### src/rtl/fsm_tx_pkg.sv
// rtl/fsm_tx_pkg.sv - shared state encoding and preamble constants for the sync-word transmitter
package fsm_tx_pkg;

  // Frame phases; 3'b101..3'b111 are unused and recover to IDLE.
  typedef enum logic [2:0] {
    IDLE   = 3'b000,
    SYNC   = 3'b001,
    DATA   = 3'b010,
    PARITY = 3'b011,
    DONE   = 3'b100
  } tx_state_t;

  // Default preamble, also used by the 1101 detector benches.
  localparam int         SYNC_LEN_DEF  = 4;
  localparam logic [3:0] SYNC_WORD_DEF = 4'b1101;
  localparam int         DATA_W_DEF    = 8;

  // Counter must reach the longer of the two phase lengths without wrapping.
  function automatic int cnt_width(input int a, input int b);
    return $clog2(((a > b) ? a : b) + 1);
  endfunction

endpackage

### src/rtl/tx_bit_counter.sv
// rtl/tx_bit_counter.sv - phase bit counter with clear, enable and terminal-count flag
module tx_bit_counter #(
  parameter int W = 4
) (
  input  logic         clk,
  input  logic         rst_n,
  input  logic         clr,
  input  logic         en,
  input  logic [W-1:0] last,
  output logic [W-1:0] cnt,
  output logic         tc
);

  // Terminal count marks the final bit of the current phase.
  assign tc = (cnt == last);

  // Count up while enabled; holds at the terminal value so it never wraps.
  always_ff @(posedge clk) begin
    if (!rst_n || clr) begin
      cnt <= '0;
    end else if (en && !tc) begin
      cnt <= cnt + W'(1);
    end
  end

endmodule

### src/rtl/fsm_moore_sync_tx.sv
// rtl/fsm_moore_sync_tx.sv - Moore serial framer: preamble, payload, optional parity (SYNC_TX_PARITY_EN)
module fsm_moore_sync_tx
  import fsm_tx_pkg::*;
#(
  parameter int                  SYNC_LEN  = SYNC_LEN_DEF,
  parameter logic [SYNC_LEN-1:0] SYNC_WORD = SYNC_LEN'(SYNC_WORD_DEF),
  parameter int                  DATA_W    = DATA_W_DEF
) (
  input  logic              clk,
  input  logic              rst_n,
  input  logic              in_valid,
  input  logic [DATA_W-1:0] in_data,
  output logic              in_ready,
  output logic              out_bit,
  output logic              tx_busy,
  output logic              tx_done
);

  localparam int CW = cnt_width(SYNC_LEN, DATA_W);

  tx_state_t         state;
  tx_state_t         state_next;
  logic [DATA_W-1:0] shreg;
  logic [CW-1:0]     cnt;
  logic [CW-1:0]     cnt_last;
  logic              cnt_tc;
  logic              cnt_clr;
  logic              cnt_en;
  logic              accept;
  logic              sync_bit;
`ifdef SYNC_TX_PARITY_EN
  logic              parity_q;
`endif

  // Words are only taken in IDLE, so in_ready alone gates the handshake.
  assign accept = in_valid && in_ready;

  // State register.
  always_ff @(posedge clk) begin
    if (!rst_n) begin
      state <= IDLE;
    end else begin
      state <= state_next;
    end
  end

  // Next-state logic; phase ends are signalled by the shared bit counter.
  always_comb begin
    state_next = state;
    case (state)
      IDLE: if (accept) state_next = SYNC;
      SYNC: if (cnt_tc) state_next = DATA;
`ifdef SYNC_TX_PARITY_EN
      DATA:   if (cnt_tc) state_next = PARITY;
      PARITY: state_next = DONE;
`else
      DATA: if (cnt_tc) state_next = DONE;
`endif
      DONE:    state_next = IDLE;
      default: state_next = IDLE;
    endcase
  end

  // Counter terminal value depends on the phase being timed.
  always_comb begin
    cnt_last = '0;
    case (state)
      SYNC:    cnt_last = CW'(SYNC_LEN - 1);
      DATA:    cnt_last = CW'(DATA_W - 1);
      default: cnt_last = '0;
    endcase
  end

  // Counter restarts on every state change and only advances in timed phases.
  always_comb begin
    cnt_clr = (state_next != state);
    cnt_en  = (state == SYNC) || (state == DATA);
  end

  tx_bit_counter #(
    .W (CW)
  ) u_cnt (
    .clk   (clk),
    .rst_n (rst_n),
    .clr   (cnt_clr),
    .en    (cnt_en),
    .last  (cnt_last),
    .cnt   (cnt),
    .tc    (cnt_tc)
  );

  // Payload shift register: load on accept, shift MSB out during DATA.
  always_ff @(posedge clk) begin
    if (!rst_n) begin
      shreg <= '0;
    end else if (accept) begin
      shreg <= in_data;
    end else if (state == DATA) begin
      shreg <= shreg << 1;
    end
  end

`ifdef SYNC_TX_PARITY_EN
  // Even parity of the payload, captured together with the word.
  always_ff @(posedge clk) begin
    if (!rst_n) begin
      parity_q <= 1'b0;
    end else if (accept) begin
      parity_q <= ^in_data;
    end
  end
`endif

  // Preamble bit select, MSB first as cnt counts up.
  always_comb begin
    sync_bit = 1'b0;
    for (int i = 0; i < SYNC_LEN; i++) begin
      if (cnt == CW'(SYNC_LEN - 1 - i)) sync_bit = SYNC_WORD[i];
    end
  end

  // Moore output decode from state, counter and shift register only.
  always_comb begin
    in_ready = 1'b0;
    out_bit  = 1'b0;
    tx_busy  = 1'b0;
    tx_done  = 1'b0;
    case (state)
      IDLE: in_ready = 1'b1;
      SYNC: begin
        tx_busy = 1'b1;
        out_bit = sync_bit;
      end
      DATA: begin
        tx_busy = 1'b1;
        out_bit = shreg[DATA_W-1];
      end
`ifdef SYNC_TX_PARITY_EN
      PARITY: begin
        tx_busy = 1'b1;
        out_bit = parity_q;
      end
`endif
      DONE:    tx_done = 1'b1;
      default: ;
    endcase
  end

endmodule

### config.mk
export PLATFORM = sky130hd
export DESIGN_NAME = fsm_moore_sync_tx
export DESIGN_NICKNAME = d
export VERILOG_FILES = /design/src/rtl/fsm_tx_pkg.sv /design/src/rtl/tx_bit_counter.sv /design/src/rtl/fsm_moore_sync_tx.sv
export SDC_FILE = /design/constraint.sdc
export NUM_CORES = 1
export LEC_CHECK = 0
export ABC_AREA = 0
export CORE_UTILIZATION = 35
export DETAILED_ROUTE_END_ITERATION = 6
export PLACE_DENSITY = 0.55
export REMOVE_ABC_BUFFERS = 1
export SLEW_MARGIN = 20
export SYNTH_ARGS = -nofsm -noshare
export SYNTH_HDL_FRONTEND = slang
export SYNTH_SLANG_ARGS = --single-unit
### constraint.sdc
create_clock -name clk -period 4.5 [get_ports clk]
set_input_delay 0.45 -clock clk [delete_from_list [all_inputs] [get_ports clk]]
set_output_delay 0.45 -clock clk [all_outputs]
set_load 0.01 [all_outputs]
==> results.md, run 1 <==
- Post-synthesis sequential area ratio: approximately a third
- Placeable Area: roughly 2300 sq um
- Root cell of the clock tree: clkbuf_4
- Starting density of the core: between 30% and 40%
- Maximum VDD drop: between 0.2 and 0.25 mV
- Fin area: between 1000 and 1500 sq um
- PnR worst setup slack: 2.07 ns
- Share of cells above drive strength 1: a little under a tenth
- WP data arrival: 1.98 ns
- Clock latency on the worst-skew pair: between 0.2 and 0.3 ns
- Number of primary I/O pins: 15
- DP Wirelength: between 1 and 1.5 mm
- CTS sink cnt: 15
- Crit path required time: just over 4 ns
- Setup TNS: 0 ns
- Setup bufs post-CTS: 0
- Total design power: 451 uW
- Height of the chip: between 50 and 60 um
- WS Path Type: reg2out
- Global-route wire length before repair: roughly 2.9 mm
- # hold bufs at CTS: 0
- DRT iter0 DRCs: 7
- Final RePlAce weighted congestion: ~0.76
- P&R area growth vs syn: 20.6%
- Hold depth: 2
- Vias: a little over 700
- Slew headroom: 60.2%
- Worst path max stage delay: 0.50 ns
- Post-route DRC: 0
- Reg2reg path depth: 4
- DRT Pass-1 Iters: 4
- Worst R2R Setup Slack: approximately 2.5 ns
- Crit path time final: roughly 2.4 ns
- Count of cell types in the netlist: 36
- Drt total wl: between 1.5 and 2 mm
- Mapped cell area: between 800 and 900 sq um
- Pleak: 0.000352 uW
- Synth Area per Inst: roughly 9 sq um
- RSZ-0062 raised after global routing: false
- Compound-Gate Fraction of Synth Area: approximately 22%
- Main combinational cell family by area after synthesis: simple AND/OR/NAND/NOR gates
- Tot GR Track Use: between 10% and 20%
- WP depth: 5
- Worst Tran Pin Value: between 0.5 and 0.6 ns
- Post-DRT Antenna Nets: 0
- Total gr overflow: 0
- Vias in the first global route: 657
- CTS H-tree depth: 1
- Buffers on Ports: 14
- Max-slew violation count: 0
- Die area: 2670 sq um
- Post-synthesis simple-gate area fraction: ~25%
- Max FO, Critical Path: 6
- Largest net degree at the start of global routing: 15
- Max Cap Viol: 0
- Period utilization: a little over half
- # nets final: 127
- Crit path cell chain: inv_1 > ha_1 > o311ai_0 > a21oi_1 > clkdlybuf4s50_1
- Status: completed
- Crit path max-delay family: buffers and inverters
- Cells resized by post-CTS repair: 0
- Standard-cell row count: 17
- Clock transition at path regs: around 0.1 ns
- CTS tree: yes
- Synthesis Warnings: 0
- Hold WC Path Type: reg2reg
- Vias per std cell: 5.17
- Die W: 51.7 um
- Slowest CP cell: clkdlybuf4s50_1
- Buf/Inv on CP: 2
- Clock buffer depth: 2
- WL per Instance: ~12 um
- Worst slack, placed: about 2.4 ns
- Critical path startpoint category: flop
- Fill cell count: approximately 230
- Initial antenna violation count: 0
- #FFs+latches synth: 15
- Mux contribution to synthesized area: approximately 2.3%
- Critical Path Sink Type: primary output
- Synth Area in Adders: 5.79%
- Diode count: 0
- Fmax: around 0.4 GHz
- Final Hold Vio Count: 0
- PwrDens: 432 nW/um^2
- Final clock skew: 0.00698 ns
- Area after DPL: between 1000 and 1500 sq um
- Num CTS Buffers: 3
- Final setup vio count: 0
- Post-synthesis xor/xnor area fraction: 4.78%
- Synth Instances: between 90 and 100
tightest hold or removal path: stages, from the launching register on:
cell and delay [ns]:
dfxtp_1 0.32, nand2_1 0.04, a21boi_0 0.06
final timing paths:
check                from      endpoint
max          u_cnt.cnt[0]       out_bit
min              shreg[2]      shreg[2]
max reg2reg      state[1]  u_cnt.cnt[1]
min reg2reg      shreg[2]      shreg[2]
state kept, by name, summed over array words and instances, names as in the netlist:
register	count
state	3
u_cnt.cnt	4
shreg	8
power by group:
group          internal, uW  switching [uW]  leakage, uW  total, uW
Sequential              154            29.8     0.000123        184
Combinational          93.6            91.7     0.000216        185
Clock                  33.8            47.3    0.0000139       81.2
Total                   282             169     0.000352        451
placed cells by master (no fill, tap or decap), types with 3 or more instances in the layout:
cell type,count
a21boi_0,7
o21ai_0,4
nor2_1,8
clkdlybuf4s50_1,14
a22oi_1,7
nand2_1,14
clkbuf_4,3
dfxtp_1,15
nor2b_1,4
ha_1,4
kinds of logic (layout without fill, tap and decap cells):
kind of cell | count (synthesis) | in the layout
buf+inv | 8 | 21
mux | 2 | 2
xor+xnor | 3 | 3
fa+ha+maj | 4 | 4
simple gates | 40 | 40
flops | 15 | 15
compound gates | 26 | 26
Yosys cell counts, drive strengths merged:
| cell | n | area (sq um) |
|---|---|---|
| and2 | 1 | 6.26 |
| nor3 | 1 | 5.00 |
| a21oi | 2 | 10.0 |
| a21boi | 7 | 52.6 |
| o211ai | 1 | 7.51 |
| mux2i | 2 | 20.0 |
| nand3 | 1 | 5.00 |
| or4 | 1 | 7.51 |
| o311ai | 1 | 8.76 |
| ha | 4 | 50.1 |
| or3 | 2 | 17.5 |
| a211oi | 2 | 20.0 |
| nand3b | 1 | 7.51 |
| o21ai | 4 | 20.0 |
| a22oi | 7 | 52.6 |
| nor4 | 1 | 6.26 |
| nor2b | 4 | 25.0 |
| clkbuf | 3 | 11.3 |
| xnor2 | 2 | 25.0 |
| xor2 | 1 | 16.3 |
| dfxtp | 15 | 300 |
| and3 | 1 | 6.26 |
| inv | 2 | 7.51 |
| buf | 3 | 23.8 |
| o311a | 1 | 10.0 |
| nand2 | 14 | 52.6 |
| nor2 | 8 | 30.0 |
| nor4b | 2 | 17.5 |
| nor3b | 3 | 33.8 |
| a311oi | 1 | 8.76 |
stage by stage:
stage,cells,hold WS [ns],util [%]
after global routing,139,0.499,45.8
after detailed placement,135,0.461,44.5
after floorplan,92,0.443,-
after global placement,135,0.453,44.5
final,139,0.469,45.8
after CTS,139,0.477,45.8
per-layer routing:
| metal | global-route usage [%] | share of wire (%) | vias to the layer above |
|---|---|---|---|
| met5 | 0 | 0 | - |
| met4 | 8.11 | 2.1 | 0 |
| met3 | 5.26 | 3.9 | 4 |
| met2 | 22.7 | 45 | 11 |
| met1 | 19.5 | 49 | 329 |
| li1 | - | - | 375 |
cell type report:
cell class	instances	area (sq um)	area share, %
clock inverters	1	7.51	0.720
flip-flops and latches	15	300	28.8
multi-input cells	75	522	50.1
clock buffers	3	22.5	2.16
inverters	2	7.51	0.720
well taps	28	35.0	3.36
repair buffers	15	148	14.2
Power figures use the tool's default switching activity.
==> run 2, diff against run 1 <==
- clock period: 4.5 -> 2.4 ns (I/O delays scaled with it)
==> run 2 against run 1 <==
  * Critical path depth stayed put
  * Utilization increased by 0.49 points
  * Clock skew down 0.0052 ns
  * Combinational power increased by 95%
  * Register-to-register slack lost 1.8 ns
  * Count of clock-buffer cells in the layout rose by 1
  * Critical path type unchanged
  * Largest cell class unchanged
==> results.md, run 2 (synthesized netlist as in run 1, its figures left out) <==
- PwrDens: 810 nW/um^2 (+87%)
- WL per Instance: 12.1 um (+3.0%)
- GR peak layer: met2
- Reg2reg path depth: 4 (unchanged)
- Root cell of the clock tree: clkbuf_4
- Reg-to-Reg Start: state[0]
- Post-DRT Antenna Nets: 0 (unchanged)
- Worst path max stage delay: 0.49 ns (about the same)
- WP data arrival: 1.95 ns (-0.03 ns)
- Max Cap Viol: 0 (unchanged)
- Total gr overflow: 0 (unchanged)
- Setup bufs post-CTS: 0 (unchanged)
- Clock latency on the worst-skew pair: 0.28 ns (about the same)
- Maximum VDD drop: 0.378 mV (+88%)
- DP Wirelength: 1.23 mm (+6.5%)
- WS Path Type: reg2out
- Final clock skew: 0.00181 ns (-0.00517 ns)
- Die W: 51.7 um (unchanged)
- DRT Pass-1 Iters: 4 (unchanged)
- Initial antenna violation count: 0 (unchanged)
- Hold WC Path Type: reg2reg
- Vias per std cell: 5.13 (-0.73%)
- Largest regs: shreg (8), u_cnt.cnt (4), state (3)
- Final setup vio count: 0 (unchanged)
- Largest Register: shreg
- Placeable Area: 2280 sq um (unchanged)
- Layout Utilization: 46.3% (+0.49 points)
- Vias in the first global route: 679 (+3.3%)
- # hold bufs at CTS: 0 (unchanged)
- Global-route wire length before repair: 3.05 mm (+6.2%)
- Cells resized by post-CTS repair: 0 (unchanged)
- Fmax: 0.457 GHz
- Share of cells above drive strength 1: 9.73% (+0.73 points)
- Crit path from: u_cnt.cnt[0]
- Critical path startpoint category: flop
- Largest net degree at the start of global routing: 14 (-1)
- Max-slew violation count: 0 (unchanged)
- Worst Tran Pin Value: 0.480 ns (-0.116 ns)
- Vias: 724 (+0.70%)
- RR Endpoint: state[1]
- CTS tree: yes
- Met3 usage: 3.51% (-1.8 points)
- Crit path required time: 2.16 ns (-1.89 ns)
- CTS H-tree depth: 1 (unchanged)
- Pleak: 0.000364 uW (+3.2%)
- Diode count: 0 (unchanged)
- Status: completed
- Total design power: 853 uW (+89%)
- Critical Path Sink Type: primary output
- Crit path capture: out_bit
- Most common cell after layout, fill and taps aside: dfxtp_1
- Clock buffer depth: 2 (unchanged)
- Period utilization: about 90%
- Slowest CP cell: clkdlybuf4s50_1
- Setup TNS: 0 ns (unchanged)
- Worst R2R Setup Slack: 0.71 ns (-1.80 ns)
- Final Hold Vio Count: 0 (unchanged)
- Slew headroom: 68.0% (+7.8 points)
- Die area: 2670 sq um (unchanged)
- Starting density of the core: 38.0% (unchanged)
- Drt total wl: 1.71 mm (+4.5%)
- Standard-cell row count: 17 (unchanged)
- Buffers on Ports: 14 (unchanged)
- Crit path cell chain: inv_1 > ha_1 > o311ai_0 > a21oi_1 > clkdlybuf4s50_1
- Clock transition at path regs: 0.09 ns (about the same)
- Num CTS Buffers: 3 (unchanged)
- Height of the chip: 51.7 um (unchanged)
- Post-route DRC: 0 (unchanged)
- Met2 Use GR: 22.7% (unchanged)
- Final RePlAce weighted congestion: 0.785 (+3.1%)
- Number of primary I/O pins: 15 (unchanged)
- DRT iter0 DRCs: 11 (+4)
- Met1 global-route usage: 21.6% (+2.1 points)
- CTS sink cnt: 15 (unchanged)
- # nets final: 129 (+1.6%)
- Tot GR Track Use: 15.7% (+0.31 points)
- Commonest non-fill, non-tap cells in the layout: dfxtp_1, nand2_1, clkdlybuf4s50_1
- P&R area growth vs syn: 21.9%
- Max FFs per register: 8 (unchanged)
- Crit path time final: between 2 and 2.5 ns
- Max FO, Critical Path: 6 (unchanged)
- RSZ-0062 raised after global routing: false
==> run 2: cell count changes in the layout (fill, tap and decap cells not counted) <==
cell,change
buf_4,+2
clkinvlp_4,-1
clkbuf_1,+1
==> run 2: layout make-up <==
| type | count | area [sq um] |
|---|---|---|
| Fill cell | 250 | 1220 |
| Tap cell | 28 | 35.0 |
| Inverter | 2 | 7.51 |
| Clock buffer | 4 | 26.3 |
| Multi-Input combinational cell | 75 | 522 |
| Timing Repair Buffer | 17 | 163 |
| Sequential cell | 15 | 300 |
==> run 2: where the power goes <==
part	total, uW	switching, uW	internal, uW	leakage [uW]
clock network	147	82.9	64.5	0.0000150
registers	345	55.2	289	0.000123
logic	361	175	186	0.000226
==> run 2: metrics by stage <==
stage | setup slack [ns] | cell area [sq um] | instances | hold WS (ns)
after floorplan | 0.367 | 830 | 92 | 0.349
after global placement | 0.570 | 1030 | 137 | 0.452
after detailed placement | 0.511 | 1030 | 137 | 0.458
after CTS | 0.188 | 1050 | 141 | 0.471
after global routing | 0.0573 | 1050 | 141 | 0.494
final | 0.210 | 1050 | 141 | 0.469
==> run 2: how the worst min path moves through the flow <==
| stage | start | to | slack (ns) | cells after the start |
|---|---|---|---|---|
| final | shreg[3] | shreg[3] | 0.47 | 2 |
| after detailed placement | shreg[1] | shreg[1] | 0.46 | 2 |
| after global routing | shreg[3] | shreg[3] | 0.49 | 2 |
| after floorplan | rst_n | state[0] | 0.35 | 2 |
| after CTS | shreg[1] | shreg[1] | 0.47 | 2 |
| after global placement | shreg[4] | shreg[4] | 0.45 | 2 |
==> run 2: worst max-delay path: cells and delay by family (launching register included) <==
family | cells | cell delay [ns]
flops | 1 | 0.45
compound gates | 2 | 0.43
buf+inv | 2 | 0.59
fa+ha+maj | 1 | 0.20
==> run 2: per-layer routing <==
layer | part of all wire (%) | vias up
li1 | - | 378
met1 | 54 | 331
met2 | 41 | 11
met3 | 2.8 | 4
met4 | 1.8 | 0
met5 | 0 | -
==> run 3, diff against run 2 <==
- CAP_MARGIN: not set -> 5
==> results of run 3 <==
No change in the layout: final DEF, timing and power equal those of run 2.
